[config.mk]
export PLATFORM = sky130hd
export DESIGN_NAME = layer_demapping
export DESIGN_NICKNAME = d
export VERILOG_FILES = /design/src/rtl/layer_demapping_pkg.sv /design/src/rtl/layer_demapping.sv
export SDC_FILE = /design/constraint.sdc
export NUM_CORES = 1
export LEC_CHECK = 0
export ABC_CLOCK_PERIOD_IN_PS = 31500
export CORE_ASPECT_RATIO = 0.5
export CORE_MARGIN = 1
export CORE_UTILIZATION = 25
export CTS_CLUSTER_SIZE = 10
export DETAILED_ROUTE_END_ITERATION = 10
export PLACE_DENSITY_LB_ADDON = 0.12
export RECOVER_POWER = 100
export SLEW_MARGIN = 20
export SYNTH_ARGS = -nofsm -noshare
export SYNTH_HDL_FRONTEND = slang
export SYNTH_SLANG_ARGS = --single-unit
[constraint.sdc]
create_clock -name clk -period 31.5 [get_ports clk]
set_clock_uncertainty 0.1 [all_clocks]
set_input_delay 7.875 -clock clk [delete_from_list [all_inputs] [get_ports clk]]
set_output_delay 7.875 -clock clk [all_outputs]
set_load 0.02 [all_outputs]
[src/rtl/layer_demapping_pkg.sv]
// Shared layer-map definitions for the receive-side layer demapper.
// The transmit-side layer mapper uses the same constants and index
// functions, so both ends place symbols identically.
package layer_demapping_pkg;

  localparam int SYM_W         = 32;
  localparam int LAYERS_PER_CW = 4;
  localparam int NUM_CW        = 2;
  localparam int SYM_PER_LAYER = 2;

  localparam int NL      = NUM_CW * LAYERS_PER_CW;
  localparam int CW_SYMS = LAYERS_PER_CW * SYM_PER_LAYER;
  localparam int CW_W    = SYM_W * CW_SYMS;
  localparam int BEAT_W  = NL * SYM_W;
  localparam int CNT_W   = $clog2(SYM_PER_LAYER);

  // Position of layer 'layer' symbol-time 'beat' inside its codeword.
  function automatic int sym_index(input int layer, input int beat);
    return (layer % LAYERS_PER_CW) + beat * LAYERS_PER_CW;
  endfunction

  // Which codeword a layer belongs to.
  function automatic int cw_index(input int layer);
    return layer / LAYERS_PER_CW;
  endfunction

endpackage

[src/rtl/layer_demapping.sv]
// Receive-side layer demapper: gathers SYM_PER_LAYER beats of per-layer
// symbols and rebuilds both codewords, offered together on a valid/ready
// output port.
//
// Handshake: a beat transfers on a rising edge where in_valid && in_ready;
// a block transfers on a rising edge where out_valid && out_ready. Valid
// holders keep data stable until the transfer. Only the final beat of a
// block can be stalled, and only while an unconsumed block is held.
module layer_demapping
  import layer_demapping_pkg::*;
(
  input  logic              clk,
  input  logic              rst,
  input  logic              in_valid,
  output logic              in_ready,
  input  logic              in_first,
  input  logic [0:BEAT_W-1] layer_sym,
  output logic              out_valid,
  input  logic              out_ready,
  output logic [0:CW_W-1]   codeword0,
  output logic [0:CW_W-1]   codeword1,
  output logic              err_resync
);

  localparam logic [CNT_W-1:0] LAST_BEAT = CNT_W'(SYM_PER_LAYER - 1);

  logic [CNT_W-1:0] beat_cnt;
  logic [CNT_W-1:0] eff_beat;
  logic             accept;
  logic             resync;
  logic             final_beat;

  // Earlier beats of the current block, one symbol per layer per beat.
  logic [SYM_W-1:0] acc_buf [0:SYM_PER_LAYER-2][0:NL-1];

  // Beat acceptance, resync detection and final-beat decode.
  always_comb begin
    in_ready   = !((beat_cnt == LAST_BEAT) && out_valid && !out_ready);
    accept     = in_valid && in_ready;
    // in_first mid-block restarts the block with this beat as beat 0.
    resync     = accept && in_first && (beat_cnt != '0);
    eff_beat   = resync ? '0 : beat_cnt;
    final_beat = accept && (eff_beat == LAST_BEAT);
  end

  // Beat counter: advances per accepted beat, wraps on the final beat.
  always_ff @(posedge clk or posedge rst) begin
    if (rst) begin
      beat_cnt <= '0;
    end else if (accept) begin
      beat_cnt <= final_beat ? '0 : eff_beat + 1'b1;
    end
  end

  // Accumulation buffer: non-final beats are parked here.
  always_ff @(posedge clk or posedge rst) begin
    if (rst) begin
      for (int b = 0; b < SYM_PER_LAYER - 1; b++) begin
        for (int l = 0; l < NL; l++) begin
          acc_buf[b][l] <= '0;
        end
      end
    end else if (accept && !final_beat) begin
      for (int b = 0; b < SYM_PER_LAYER - 1; b++) begin
        if (eff_beat == CNT_W'(b)) begin
          for (int l = 0; l < NL; l++) begin
            acc_buf[b][l] <= layer_sym[l*SYM_W +: SYM_W];
          end
        end
      end
    end
  end

  // Output register: buffer plus final beat load both codewords at once.
  always_ff @(posedge clk or posedge rst) begin
    if (rst) begin
      codeword0 <= '0;
      codeword1 <= '0;
      out_valid <= 1'b0;
    end else begin
      if (final_beat) begin
        for (int b = 0; b < SYM_PER_LAYER - 1; b++) begin
          for (int l = 0; l < NL; l++) begin
            if (cw_index(l) == 0) begin
              codeword0[sym_index(l, b)*SYM_W +: SYM_W] <= acc_buf[b][l];
            end else begin
              codeword1[sym_index(l, b)*SYM_W +: SYM_W] <= acc_buf[b][l];
            end
          end
        end
        for (int l = 0; l < NL; l++) begin
          if (cw_index(l) == 0) begin
            codeword0[sym_index(l, SYM_PER_LAYER-1)*SYM_W +: SYM_W] <= layer_sym[l*SYM_W +: SYM_W];
          end else begin
            codeword1[sym_index(l, SYM_PER_LAYER-1)*SYM_W +: SYM_W] <= layer_sym[l*SYM_W +: SYM_W];
          end
        end
        out_valid <= 1'b1;
      end else if (out_valid && out_ready) begin
        out_valid <= 1'b0;
      end
    end
  end

  // One-cycle flag whenever a partial block is thrown away.
  always_ff @(posedge clk or posedge rst) begin
    if (rst) begin
      err_resync <= 1'b0;
    end else begin
      err_resync <= resync;
    end
  end

endmodule

[Yosys cells after proc, flatten, opt, wreduce, memory -nomap -nowiden]
Index checks and enable logic that the tools add are counted.
Operators by class
  bitwise logic cells: 1
  $add $sub $neg: 1
  mux-type cells: 4
  reductions and logical operators: 13
Operators with widths (count)
  $logic_and A1 B1 Y1: 8
  $mux W1: 4
  $logic_not A1 Y1: 3
  $reduce_and A2 Y1: 1
  $reduce_bool A2 Y1: 1
  $add A1 B1 Y1 const B: 1
  $not A1 Y1: 1
Word-level totals
  word-level logic and storage cells: 32
  register bits after elaboration: 771
  output and inout port bits: 515
  input port bits: 261

[Logic depth before layout (Yosys ltp)]
  word-level depth: 11
  mapped depth: 6
  gate-level depth less buffers: 3

[Worst setup path after synthesis]
OpenSTA, ideal clock, no wires.
  path type: input port to output port
  from: input out_ready
  to: output in_ready
  path slack: 15340 ps
  arrival time: 8185 ps
  stages: 2
  required time: 23525 ps
  path through: nor2b_1 -> nand2_1
Between the ends
  word-level cells in the longest chain between the ends: 3
RTL lines
  from (decl): RTL line layer_demapping.sv:19  | input logic out_ready,
  $logic_not A1 Y1: RTL line layer_demapping.sv:38  | in_ready = !((beat_cnt == LAST_BEAT) && out_valid && !out_ready);
  $logic_and A1 B1 Y1: RTL line layer_demapping.sv:38
  $logic_not A1 Y1: RTL line layer_demapping.sv:38
  to (decl): RTL line layer_demapping.sv:15  | output logic in_ready,
Every way passes these cells.

==> reports/results.ini <==
[sta]
slew_viol_final = 1106
tns_ns = 0
setup_viol = 0
rsz0062_at_grt = no
max_freq_mhz = 50.2
min_period_ns = 19.91
tightest_slew_ns = 9.19
fin_crit_sh_pct = 63.2
final_hold_viol_count = 0
slew_headroom_pct = -513

[global_route]
grt_overflow_total = 0
antenna_found_initial = 9
grt.total_usage_pct = 14.6
first_global_vias = 17825
grt_pass1_wl_um = 126000
grt_max_degree = 165

[final_layout]
fin_util_pct = 34.8
syn2layout_area_growth_pct = 37.9
final_layout_size_suffix_gt1_share_pct = 16.1
nNetsFinal = 2695

[route]
drtPass1Iterations = 4
totalWireLength_um = 86300
drt-wirelength-per-cell_um = 21.6
drt-initial-drc-count = 578
vias = 16419
route.detailed.drc = 0
ant_nets = 0
vias_per_cell = 4.12

[critical_path]
critical_path_required_ns = 29.96
crit_chain = dlygate4sd3_1 > clkinvlp_2 > clkbuf_1
critPathMaxFanout = 164
r2r-end = codeword1[227]
cpMaxStageDelayCell = clkbuf_1
arrival_ns = 18.37
endpoint_kind = async pin
startpoint_type = primary input
reg2regPathDepth = 6
critPathMaxStageDelay_ns = 6.30
critical_path_class = primary input to async pin
r2r_slack_ns = 19.46
rr_startpoint = out_valid

[pwr]
internal-power_mw = 2.36
p_leak_nw = 16.7
power.density_mw_per_mm2 = 87.5
switching_share_pct = 32.9
pwr-share-clk_pct = 26.4
seq_power_share_pct = 40.6
power.switching_mw = 1.16
combPwrFrac_pct = 33.0
max-vdd-ir-drop_uv = 39.8

[worst_hold_path]
min_from = acc_buf[189]
hold_depth = 1
holdPathEnd = codeword0[66]
hold_class = flip-flop to flip-flop

[logic_synthesis]
synth_edf_count = 0
seq_area_frac_synth_pct = 66.1
avgSynthCellArea_um2 = 17.8
synthXorXnorAreaFrac_pct = 0
synth_compound_area_share_pct = 0.0686
synthCells = 1635
synth_cell_types = 15
synth_nets = 1896
synthTopCellsByArea = dfrtp_1 (66%), mux2_1 (15%), mux2_2 (11%), mux2_4 (5.1%), buf_6 (2.0%)
yosys.area_share.adder_pct = 0
async_flop_share_pct = 100
ys_ff_latch = 771
synth-simple-area-share_pct = 0.141
netlist.area_leader.share_pct = 66.1
yosysMostFrequentCell = dfrtp_1
yosys.area.top_type = dfrtp_1
dominantRegCellSynth = dfrtp_1
syn_area_mm2 = 0.0292
synth.mux.area_fraction_pct = 30.9
ys_top_cells_by_count = dfrtp_1 (771), mux2_1 (381), mux2_2 (287), mux2_4 (100), buf_6 (51)
synth_top_family_by_area = multiplexers
ys.warnings.count = 0

[clock_network]
clk_latency_ns = 0.67
cts_max_level = 3
root_buffer = clkbuf_16
cts_hold_buf = 0
cts_resized = 0
clk_path_buf_depth = 3
postCtsSetupRepairBufs = 0
cts_sinks = 771
cts_tree = done
clk_pin_slew_ns = 0.06
numCtsBuffers = 88

[job]
timing.max_cap.violations = 15

[floorplanning]
dieWidth_um = 485
fp-row-count = 88
core_region_area_mm2 = 0.116
die_area_mm2 = 0.118
pin_count = 776
initial_core_util_pct = 25.3
die_height_um = 244

[placement]
post-dp-hpwl_um = 60900
port_buffers = 775
gp_congestion = 0.771

[run_status]
violations = capacitance limit, slew limit
status = finished, violations left

-- final cells by class --
type,instances,area (um^2)
multi-input combinational,777,8720
clock inverter,5,90.1
tap,1530,1910
antenna,9,22.5
fill,11204,75300
timing repair buffer,794,7860
sequential,771,19300
inverter,2,8.76
clock buffer,100,2330
-- power groups by stage --
stage | Clock, mW | Sequential (mW) | Combinational, mW
2_1_floorplan | 0 | 1.73 | 0.322
3_3_place_gp | 0 | 1.45 | 1.29
3_5_place_dp | 0 | 1.46 | 1.30
4_1_cts | 0.978 | 1.44 | 1.30
5_1_grt | 1.02 | 1.47 | 1.22
6_report | 0.931 | 1.43 | 1.16
-- cells by family (layout without fill, tap and decap cells) --
group,Yosys count,count (layout)
flops,771,771
mux,768,768
compound gates,2,2
buf+inv,87,901
simple gates,7,7
other cells,0,9
-- metrics by stage --
stage               cells  power, mW  cell area (um^2)  setup WS (ns)  hold slack [ns]
finish               3988       3.52             40200          11.59            0.371
global route         3988       3.71             40200           8.92            0.390
CTS                  3979       3.73             40700          14.32            0.376
detailed placement   3874       2.76             38300          14.32            0.364
global placement     3874       2.74             38300          14.30            0.358
floorplan            1635       2.06             29200           1.88            0.350
-- flip-flops by register name (all words and copies together), names as in the netlist --
| name | cells |
|---|---|
| codeword0 | 256 |
| codeword1 | 256 |
| acc_buf | 256 |
| beat_cnt | 1 |
| err_resync | 1 |
| out_valid | 1 |
-- worst max-delay path, delay by kind of cell --
family	cells	cell delay (ns)
buffers and inverters	3	10.01
-- layer usage --
metal  GRT usage [%]  wire [um]
met4            6.31       3170
met5               0          0
met2            29.2      51700
met1            14.2      28600
met3            3.07       2830
-- layout by cell type (no fill, tap or decap), types with 2 or more instances in the layout --
cell type,count
mux2_4,4
mux2_2,287
clkbuf_16,92
dlygate4sd3_1,518
clkbuf_1,22
clkdlybuf4s50_1,257
bufinv_16,2
mux2_1,477
nand2_1,3
buf_4,4
diode_2,9
dfrtp_1,771
-- how the worst max path moves through the flow --
stage / start / to / slack, ns / depth (start not counted)
floorplan: rst / acc_buf[0] / 1.88 / 1
global placement: out_ready / in_ready / 14.30 / 4
detailed placement: out_ready / in_ready / 14.32 / 4
CTS: out_ready / in_ready / 14.32 / 4
global route: rst / codeword1[142] / 8.92 / 3
finish: rst / codeword1[1] / 11.59 / 3
Power figures use the tool's default switching activity.
